===== config.mk =====
export PLATFORM = sky130hd
export DESIGN_NAME = alu_issue_ctrl
export DESIGN_NICKNAME = d
export VERILOG_FILES = /design/src/rtl/alu_pkg.sv /design/src/rtl/alu_op_decode.sv /design/src/rtl/alu_issue_ctrl.sv
export SDC_FILE = /design/constraint.sdc
export NUM_CORES = 1
export LEC_CHECK = 0
export CAP_MARGIN = 20
export CELL_PAD_IN_SITES_DETAIL_PLACEMENT = 0
export CELL_PAD_IN_SITES_GLOBAL_PLACEMENT = 1
export CORE_ASPECT_RATIO = 1.75
export CORE_UTILIZATION = 31
export DETAILED_ROUTE_END_ITERATION = 10
export PLACE_DENSITY_LB_ADDON = 0.25
export SYNTH_ARGS = -nofsm -noshare
export SYNTH_HDL_FRONTEND = slang
export SYNTH_SLANG_ARGS = --single-unit

===== constraint.sdc =====
create_clock -name clk -period 2.15 [get_ports clk]
set_input_delay 0.215 -clock clk [delete_from_list [all_inputs] [get_ports clk]]
set_output_delay 0.215 -clock clk [all_outputs]
set_load 0.01 [all_outputs]

===== src/rtl/alu_pkg.sv =====
// Shared opcode constants and issue-FSM state encoding for the ALU issue controller.
package alu_pkg;

  localparam logic [3:0] OpAdd  = 4'd0;
  localparam logic [3:0] OpSub  = 4'd1;
  localparam logic [3:0] OpMul  = 4'd2;
  localparam logic [3:0] OpDiv  = 4'd3;
  localparam logic [3:0] OpMod  = 4'd4;
  localparam logic [3:0] OpExp  = 4'd5;
  localparam logic [3:0] OpInc  = 4'd6;
  localparam logic [3:0] OpRsvd = 4'd7;
  localparam logic [3:0] OpDec  = 4'd8;
  localparam logic [3:0] OpAnd  = 4'd9;
  localparam logic [3:0] OpOr   = 4'd10;
  localparam logic [3:0] OpNand = 4'd11;
  localparam logic [3:0] OpNor  = 4'd12;
  localparam logic [3:0] OpXor  = 4'd13;
  localparam logic [3:0] OpXnor = 4'd14;
  localparam logic [3:0] OpInv  = 4'd15;

  typedef enum logic [1:0] {
    StIdle  = 2'd0,
    StIssue = 2'd1,
    StResp  = 2'd2
  } alu_state_e;

  function automatic logic op_unsupported(input logic [3:0] op);
    return (op == OpMod) || (op == OpExp) || (op == OpRsvd);
  endfunction

endpackage


===== src/rtl/alu_op_decode.sv =====
// Combinational opcode classifier: legality, error and wide-result selection.
module alu_op_decode
  import alu_pkg::*;
#(
  parameter int unsigned W = 4
) (
  input  logic [3:0]   op_i,
  input  logic [W-1:0] b_i,
  output logic         legal_o,
  output logic         err_o,
  output logic         uses_x_o
);

  always_comb begin
    err_o    = op_unsupported(op_i) || ((op_i == OpDiv) && (b_i == '0));
    legal_o  = !err_o;
    uses_x_o = (op_i == OpMul);
  end

endmodule


===== src/rtl/alu_issue_ctrl.sv =====
// Issue controller: accepts one command, drives the external ALU for a cycle, returns the result.
module alu_issue_ctrl
  import alu_pkg::*;
#(
  parameter int unsigned W = 4
) (
  input  logic           clk,
  input  logic           rst,
  input  logic           in_valid,
  output logic           in_ready,
  input  logic [3:0]     in_op,
  input  logic [W-1:0]   in_a,
  input  logic [W-1:0]   in_b,
  output logic [W-1:0]   alu_a,
  output logic [W-1:0]   alu_b,
  output logic [3:0]     alu_sel,
  input  logic [W-1:0]   alu_y,
  input  logic [2*W-1:0] alu_x,
  output logic           out_valid,
  input  logic           out_ready,
  output logic [2*W-1:0] out_result,
  output logic           out_err,
  output logic [3:0]     out_op,
  output logic [7:0]     op_cnt
);

  alu_state_e     state_q, state_d;
  logic [W-1:0]   alu_a_q, alu_a_d;
  logic [W-1:0]   alu_b_q, alu_b_d;
  logic [3:0]     alu_sel_q, alu_sel_d;
  logic [2*W-1:0] result_q, result_d;
  logic           err_q, err_d;
  logic [3:0]     op_q, op_d;
  logic [7:0]     cnt_q, cnt_d;

  logic [3:0]   dec_op;
  logic [W-1:0] dec_b;
  logic         dec_legal, dec_err, dec_uses_x;

  // Idle classifies the incoming command; Issue reuses the decoder for the held opcode.
  assign dec_op = (state_q == StIdle) ? in_op : alu_sel_q;
  assign dec_b  = (state_q == StIdle) ? in_b  : alu_b_q;

  alu_op_decode #(
    .W (W)
  ) u_decode (
    .op_i     (dec_op),
    .b_i      (dec_b),
    .legal_o  (dec_legal),
    .err_o    (dec_err),
    .uses_x_o (dec_uses_x)
  );

  always_comb begin
    state_d   = state_q;
    alu_a_d   = alu_a_q;
    alu_b_d   = alu_b_q;
    alu_sel_d = alu_sel_q;
    result_d  = result_q;
    err_d     = err_q;
    op_d      = op_q;
    cnt_d     = cnt_q;
    unique case (state_q)
      StIdle: begin
        if (in_valid) begin
          if (dec_legal) begin
            alu_a_d   = in_a;
            alu_b_d   = in_b;
            alu_sel_d = in_op;
            state_d   = StIssue;
          end else begin
            result_d = '0;
            err_d    = dec_err;
            op_d     = in_op;
            state_d  = StResp;
          end
        end
      end
      StIssue: begin
        result_d = dec_uses_x ? alu_x : {{W{1'b0}}, alu_y};
        err_d    = 1'b0;
        op_d     = alu_sel_q;
        state_d  = StResp;
      end
      StResp: begin
        if (out_ready) begin
          cnt_d   = cnt_q + 8'd1;
          state_d = StIdle;
        end
      end
      default: state_d = StIdle;
    endcase
  end

  always_ff @(posedge clk) begin
    if (rst) begin
      state_q   <= StIdle;
      alu_a_q   <= '0;
      alu_b_q   <= '0;
      alu_sel_q <= '0;
      result_q  <= '0;
      err_q     <= 1'b0;
      op_q      <= '0;
      cnt_q     <= '0;
    end else begin
      state_q   <= state_d;
      alu_a_q   <= alu_a_d;
      alu_b_q   <= alu_b_d;
      alu_sel_q <= alu_sel_d;
      result_q  <= result_d;
      err_q     <= err_d;
      op_q      <= op_d;
      cnt_q     <= cnt_d;
    end
  end

  assign in_ready   = (state_q == StIdle);
  assign out_valid  = (state_q == StResp);
  assign alu_a      = alu_a_q;
  assign alu_b      = alu_b_q;
  assign alu_sel    = alu_sel_q;
  assign out_result = result_q;
  assign out_err    = err_q;
  assign out_op     = op_q;
  assign op_cnt     = cnt_q;

endmodule


# == After elaboration in Yosys (flattened, before gate mapping) ==
# Cells that the tools add are included.
# classes
multipliers,0
n_reduce_logical,11
bitwise_logic,1
n_lt_le_gt_ge,0
eq_ne,10
div_mod_pow,0
n_shift,0
mux,16
addsub,1
# ops
operator,count
8-bit two-way mux,3
4-bit two-way mux,4
8-bit case mux with 2 select lines,1
4-bit by 3-bit == test with 1-bit output (second input constant),3
8-bit by 1-bit adder with 8-bit output (second input constant),1
4-bit by 2-bit == test with 1-bit output (second input constant),2
4-bit case mux with 2 select lines,1
2-bit two-way mux,3
2-bit case mux with 3 select lines,1
3-bit AND reduction,2
4-bit zero test,1
2-bit by 1-bit inequality test with 1-bit output (second input constant),2
2-bit AND reduction,2
1-bit logical OR,3
2-bit by 1-bit == test with 1-bit output (second input constant),1
2-bit == test (second input constant),1
2-bit zero test,1
1-bit two-way mux,2
2-bit inequality test (second input constant),1
1-bit case mux with 2 select lines,1
2-bit nonzero test,1
1-bit logical AND,1
1-bit inverter,1
# totals
latchBits,0
wordCells,47
ff_bits,35
romBits,0
mem_bits_rw,0
mem_count,0
in_bits,28

# == Longest topological paths before layout ==
# depth
ltp_word,9
mapped_depth,8

# == Hierarchy ==
# A second synthesis with hierarchy kept.
# unflattened
cells_unflattened,181
area_unflattened_um2,1541.5
# modules_own_cells
mod,area_each_um2,cells_each,seq_area_each_um2,n_inst
alu_issue_ctrl,1486.4,174,700.7,1
alu_op_decode,55.1,7,0.0,1

# == Worst setup path after synthesis ==
# Ideal clock, no wire load.
# synth_timing
kind,reg2reg
start,reg state_q[1]
end,"reg alu_a_q[3], in the netlist alu_a[3]"
setup_ns,0.128
setup_slack_ns,0.456
period_less_slack_ns,1.694
stages_incl_launch_ff,8
arrival_ns,1.567
cell_sequence,dfxtp_1 > buf_6 > o211ai_2 > a21oi_4 > a2111oi_4 > buf_6 > mux2i_1 > nor2_1
# synth_via
elab_chain_cells,8
# synth_rtl
item,line,text
start: declaration,alu_issue_ctrl.sv:27,"alu_state_e state_q, state_d;"
start signal: assignment,alu_issue_ctrl.sv:97,state_q <= StIdle;
start signal: assignment,alu_issue_ctrl.sv:106,state_q <= state_d;
2-bit zero test (*),"alu_issue_ctrl.sv:41, alu_issue_ctrl.sv:42, alu_issue_ctrl.sv:63",
4-bit two-way mux,alu_issue_ctrl.sv:41,assign dec_op = (state_q == StIdle) ? in_op : alu_sel_q;
4-bit by 3-bit == test with 1-bit output,alu_pkg.sv:28,return (op == OpMod) || (op == OpExp) || (op == OpRsvd);
1-bit logical OR (2 in series),alu_pkg.sv:28,
1-bit logical OR,alu_op_decode.sv:15,err_o = op_unsupported(op_i) || ((op_i == OpDiv) && (b_i == '0));
1-bit inverter (no source line),n/a,
3-bit AND reduction (no source line) (*),n/a,
end signal: assignment,alu_issue_ctrl.sv:107,alu_a_q <= alu_a_d;
end: declaration,alu_issue_ctrl.sv:28,"logic [W-1:0] alu_a_q, alu_a_d;"
# Every way passes the cells marked *; elsewhere a longest branch is shown, timed or not.
# A chain may end at the register's enable or synchronous reset.

# == Worst setup path in the final report ==
# layout_timing
start,reg state_q[0]
end,out in_ready
# layout_via
elab_chain_cells,1
# layout_rtl
item,line,text
2-bit zero test,alu_issue_ctrl.sv:117,assign in_ready = (state_q == StIdle);
end: declaration,alu_issue_ctrl.sv:10,"output logic in_ready,"
# No other way between the ends.

==> run summary <==
Status - finished, final reports clean
Total CTS buffers - 5
Core box area - 0.004748 mm^2
Number of gates resized after CTS - 0
Number of unique standard cell types used by synthesis - 37
Worst setup slack after placement - 0.06251 ns
# diodes - 0
Type of the worst setup path - reg2out
Setup tns final - 0 ns
Cell family with the largest share of critical-path delay - buffers and inverters
Number of buffers on the longest clock path - 2
Cells along the critical path - or2_1, clkinv_1, clkdlybuf4s50_1
Max_cap viols - 0
Iteration-0 DRC count of the detailed router - 28
H-tree Lvls - 2
Detailed-route via count - 1,385
Routed wirelength normalized by instance count - 15.11 um
Number of I/O pins - 63
Effective utilization at floorplan - 32.49%
Critical Path AT - 1.79 ns
Depth of the most critical reg-to-reg path - 4
Area Overhead vs Synth - 51.42%
CP max stage delay - 0.51 ns
Parity-gate share of the synthesized area counting xor and xnor cells - 2.839%
Die Ht - 95.32 um
Sw frac - 24.72%
Pwr per Cell Area - 751.6 mW/mm^2
Net count of the mapped netlist - 183
P_leak - 0.8432 nW
Main combinational cell family by area after synthesis - simple AND/OR/NAND/NOR gates
Peak ir drop on the vdd network - 0.6003 mV
Layout Nets - 246
Synthesized area - 0.001543 mm^2
Worst path slowest cell - sky130_fd_sc_hd__dfxtp_1
Total stage count of the critical path - 3
Fraction of the mapped netlist area in simple logic gates - 17.68%
Total iterations of the first detailed-routing run - 4
Post-route clock period utilization - 93.20%
Worst slew pin tran - 0.5395 ns
Clock transition at the registers of the reported paths - 0.08 ns
Critical register-to-register path startpoint - state_q[0]$_SDFFE_PP0P_
Final-report max-slew violation count - 0
Ys flop type - sky130_fd_sc_hd__dfxtp_1
PnR worst setup slack - 0.1463 ns
Biggest area consumer among synthesized cells - sky130_fd_sc_hd__dfxtp_1
Destination of the critical timing path - in_ready
Master cell of the clock root buffer - sky130_fd_sc_hd__clkbuf_8
Post-route standard cell area excluding fillers - 0.002336 mm^2
Cell-internal power - 1.322 mW
Clock Sink Count - 35
Horiz. Die Dim - 55.33 um
Routability-driven placement congestion ratio - 0.8084
Share of cell area taken by muxes after synthesis - 11.68%
Global route overflow - 0
Combinational share of power - 18.1%
Count of final hold-check violations - 0
Hold Crit Class - reg2reg
Crit path launch type - flip-flop
Post-synthesis register bit count - 35
Fin Clk Skew - 0.002097 ns
Synth warn - 0
FILL cells - 477
Hpwl dp - 3166 um
R2r setup slk - 0.30 ns
Overall routed net length - 4080 um
Top cells by area, synth - sky130_fd_sc_hd__dfxtp_1 45%, sky130_fd_sc_hd__mux2i_1 12%, sky130_fd_sc_hd__nor2_1 6.1%
Number of buffers inserted to repair setup after CTS - 0
Most common cell after layout, fill and taps aside - sky130_fd_sc_hd__clkdlybuf4s50_1
Area of all sequential standard cells - 701.9 um^2
Post-synthesis compound-gate area fraction - 17.11%
Vias in the first global route - 1,431
Post-route DRC violation count - 0
Top-area cell type share of the netlist area - 45.42%
CP Buf/Inv Count - 2
Std cell rows - 33
Clock latency of the later-clocked register in the worst-skew pair - 0.29 ns
Area of the die - 0.005274 mm^2
Slew margin rel. - 63.96%
Placed cell areas - 0.002198 mm^2
CP Max Fanout - 10
Detail-routed via count per cell - 5.130
Count of flip-flops with a built-in enable after synthesis - 0
Sw power - 0.4341 mW
Count of nets left with antenna violations after detail routing - 0
Period minus WS final - 2.004 ns
Fmax - 0.4991 GHz
Post-Synth Adder-Cell Area - 0.8110%
Antenna violations before repair - 0
Proportion of power drawn by the clock network - 41.2%
Cts hold-fix bufs - 0
Required @ worst endpoint - 1.93 ns
Pin count of the biggest net entering global routing - 29
Part of the power in registers - 40.7%
Global-route wire length before repair - 6810 um
Finish-stage setup viols - 0
Avg Inst Size Synth - 10.02 um^2
Area of the multi-input gates - 773.2 um^2
Number of port buffers - 62
Endpoint of the worst-slack reg-to-reg timing path - out_result[5]$_SDFFE_PP0P_
Type of destination of the critical path - output port
Fraction of the yosys area taken by sequential cells - 45.42%
Cells after Synth - 154
Top library cells by usage in the layout, fill and taps aside - 62 x sky130_fd_sc_hd__clkdlybuf4s50_1, 34 x sky130_fd_sc_hd__dfxtp_1, 25 x sky130_fd_sc_hd__nor2_1
Share of the core filled with cells - 49.20%
CTS tree - yes
Worst setup path startpoint - state_q[0]$_SDFFE_PP0P_
Ys async rst share - 0%
Setup repair after global routing missed its margin - false
Share of final-layout standard cells stronger than drive strength 1 - 8.716%
Tot GR Track Use - 16.68%
[synthesized netlist by cell type (2+ instances only)]
cell type / n
sky130_fd_sc_hd__nor2b_1: 3
sky130_fd_sc_hd__dfxtp_1: 35
sky130_fd_sc_hd__nand2_1: 5
sky130_fd_sc_hd__a21oi_4: 2
sky130_fd_sc_hd__a22o_1: 4
sky130_fd_sc_hd__o2bb2ai_1: 4
sky130_fd_sc_hd__xor2_1: 4
sky130_fd_sc_hd__or3_1: 6
sky130_fd_sc_hd__inv_1: 2
sky130_fd_sc_hd__clkbuf_1: 3
sky130_fd_sc_hd__a21oi_1: 8
sky130_fd_sc_hd__nor2_1: 25
sky130_fd_sc_hd__buf_6: 3
sky130_fd_sc_hd__o21ai_0: 5
sky130_fd_sc_hd__a211oi_1: 4
sky130_fd_sc_hd__mux2i_1: 18
sky130_fd_sc_hd__nand4_1: 3
[how the worst min path moves through the flow]
stage               cells past startpoint  slack, ns                  startpoint                    endpoint
floorplan                               1       0.35                    alu_x[4]  out_result[4]$_SDFFE_PP0P_
global placement                        1       0.44  out_result[3]$_SDFFE_PP0P_  out_result[3]$_SDFFE_PP0P_
detailed placement                      1       0.45  out_result[2]$_SDFFE_PP0P_  out_result[2]$_SDFFE_PP0P_
CTS                                     1       0.47  out_result[0]$_SDFFE_PP0P_  out_result[0]$_SDFFE_PP0P_
global route                            1       0.49  out_result[1]$_SDFFE_PP0P_  out_result[1]$_SDFFE_PP0P_
finish                                  1       0.47  out_result[0]$_SDFFE_PP0P_  out_result[0]$_SDFFE_PP0P_
[power groups by stage]
| stage | sequential, mW | combinational [mW] | clock (mW) |
|---|---|---|---|
| 2_1_floorplan | 0.734 | 0.162 | 0 |
| 3_3_place_gp | 0.729 | 0.315 | 0 |
| 3_5_place_dp | 0.730 | 0.322 | 0 |
| 4_1_cts | 0.715 | 0.323 | 0.738 |
| 5_1_grt | 0.721 | 0.344 | 0.766 |
| 6_report | 0.715 | 0.318 | 0.723 |
[layer usage]
layer	GRT usage [%]	up-vias	wire length, um
li1	-	679	-
met1	16.79	633	1565
met2	30.02	55	2116
met3	4.613	18	219
met4	10.63	0	179
met5	0	-	0
[cells by family (layout without fill, tap and decap cells)]
logic type,after synthesis,after routing
XOR/XNOR,5,5
multiplexers,18,18
flip-flops,35,35
AO/OA/AOI/OAI,32,32
buffers and inverters,11,75
adder cells (fa/ha/maj),1,1
AND/OR/NAND/NOR,52,52
[cell type report]
class / instances / share of cell area, %
well taps: 52 / 2.785
flip-flops and latches: 35 / 30.05
multi-input cells: 108 / 33.10
clock buffers: 5 / 2.946
inverters: 3 / 0.4821
clock inverters: 3 / 2.892
repair buffers: 64 / 27.75
[through the flow]
stage               power, mW  hold slack, ns  instances
floorplan              0.8955          0.3480        154
global placement        1.044          0.4448        262
detailed placement      1.052          0.4523        262
CTS                     1.776          0.4712        270
global route            1.830          0.4930        270
finish                  1.756          0.4692        270
[state kept, by name, summed over array words and instances, names as in the netlist]
name,cells
out_result,8
alu_b,4
alu_a,4
alu_sel,4
op_cnt,8
state_q,2
out_err,1
out_op,4
(Power assumes the default switching activity.)
==> RTL change (same settings) <==
Reset style: asynchronous (`rst`), changed in one clocked block.
--- a/src/rtl/alu_issue_ctrl.sv
+++ b/src/rtl/alu_issue_ctrl.sv
@@ -93,5 +93,5 @@
   end
 
-  always_ff @(posedge clk) begin
+  always_ff @(posedge clk or posedge rst) begin
     if (rst) begin
       state_q   <= StIdle;
Check against the original RTL: differs if rst is asserted again (counterexample within 4 cycles, from zero or initial values and one cycle with rst high); with rst held inactive, the same outputs for 10 cycles.
==> RTL change against the unedited design <==
- the run now ends with design-rule violations left
- first-iteration DRC count grew 14%
- area after synthesis grew 8.0%
- routed wire length shrank 3.3%
- sequential cell count is the same
- worst setup slack lost 0.020 ns
- count of clock-buffer cells in the layout is the same
- design area grew 8.1%
- critical endpoint unchanged
- highest routed layer unchanged
Power is not compared: it rests on default switching activity, and its combinational part moved more than twofold at a synthesized area within 25%.
==> RTL change: results (changes against the unedited design) <==
[synth]
synth_area_leaders = dfrtp_1 53%, mux2_4 8.1%, mux2_1 5.4%
synth_xor_area_share_pct = 3.68  ; +0.84 points
synthMuxAreaShare_pct = 18.1  ; +6.4 points
synth_async_sr_flop_share_pct = 100  ; +100 points
ys_seq_area_share_pct = 52.6  ; +7.1 points
synth.distinct_cells = 34  ; -8.1%

[timing]
fin_hold_ws_ns = 0.328  ; -0.141 ns
skew_ns = 0.00724  ; +0.00514 ns

[routing]
met3_length_um = 202  ; -7.8%
drc = 4  ; +4
routed_wl_um = 3940  ; -3.3%
dr.pass1.iters = 7  ; +3
route.met2.wl_um = 2070  ; -2.3%

[critical_path]
r2r_setup_slack_ns = 0.21  ; -0.09 ns
arrival_ns = 1.81  ; +0.02 ns
crit_fanout = 5  ; -5

[global_route]
grt_use_met2_pct = 25.8  ; -4.2 points
use_met3_pct = 4.20  ; -0.41 points

[final_layout]
num-fill-cells = 462  ; -3.1%
fin_nets = 231  ; -6.1%

[status]
status = finished, violations left
violations = design-rule violations

[place]
gp_congestion = 0.786  ; -2.7%
place_ws_ns = -0.0228  ; -0.0853 ns
hpwl_um = 2980  ; -6.0%

[min_path]
hold_path.class = input pin to asynchronous set/reset pin

## RTL change: area by class of cell
| class | instances | area share [%] |
|---|---|---|
| tap | 55 | 2.72 |
| clock buffer | 5 | 2.72 |
| inverter | 2 | 0.297 |
| timing repair buffer | 71 | 27.7 |
| multi-input combinational | 87 | 30.1 |
| clock inverter | 3 | 1.73 |
| sequential | 35 | 34.7 |
## RTL change: worst paths after layout
check                                            end                    from  cells past startpoint
setup / recovery                            in_ready  state_q[0]$_DFFE_PP0P_                      3
hold / removal                  alu_a[1]$_DFFE_PP0P_                     rst                      3
setup reg to reg               out_op[2]$_DFFE_PP0P_  state_q[0]$_DFFE_PP0P_                      5
hold reg to reg                op_cnt[7]$_DFFE_PP0P_   op_cnt[7]$_DFFE_PP0P_                      1
max in group asynchronous  out_result[0]$_DFFE_PP0P_                     rst                      3
min in group clk               op_cnt[7]$_DFFE_PP0P_   op_cnt[7]$_DFFE_PP0P_                      1
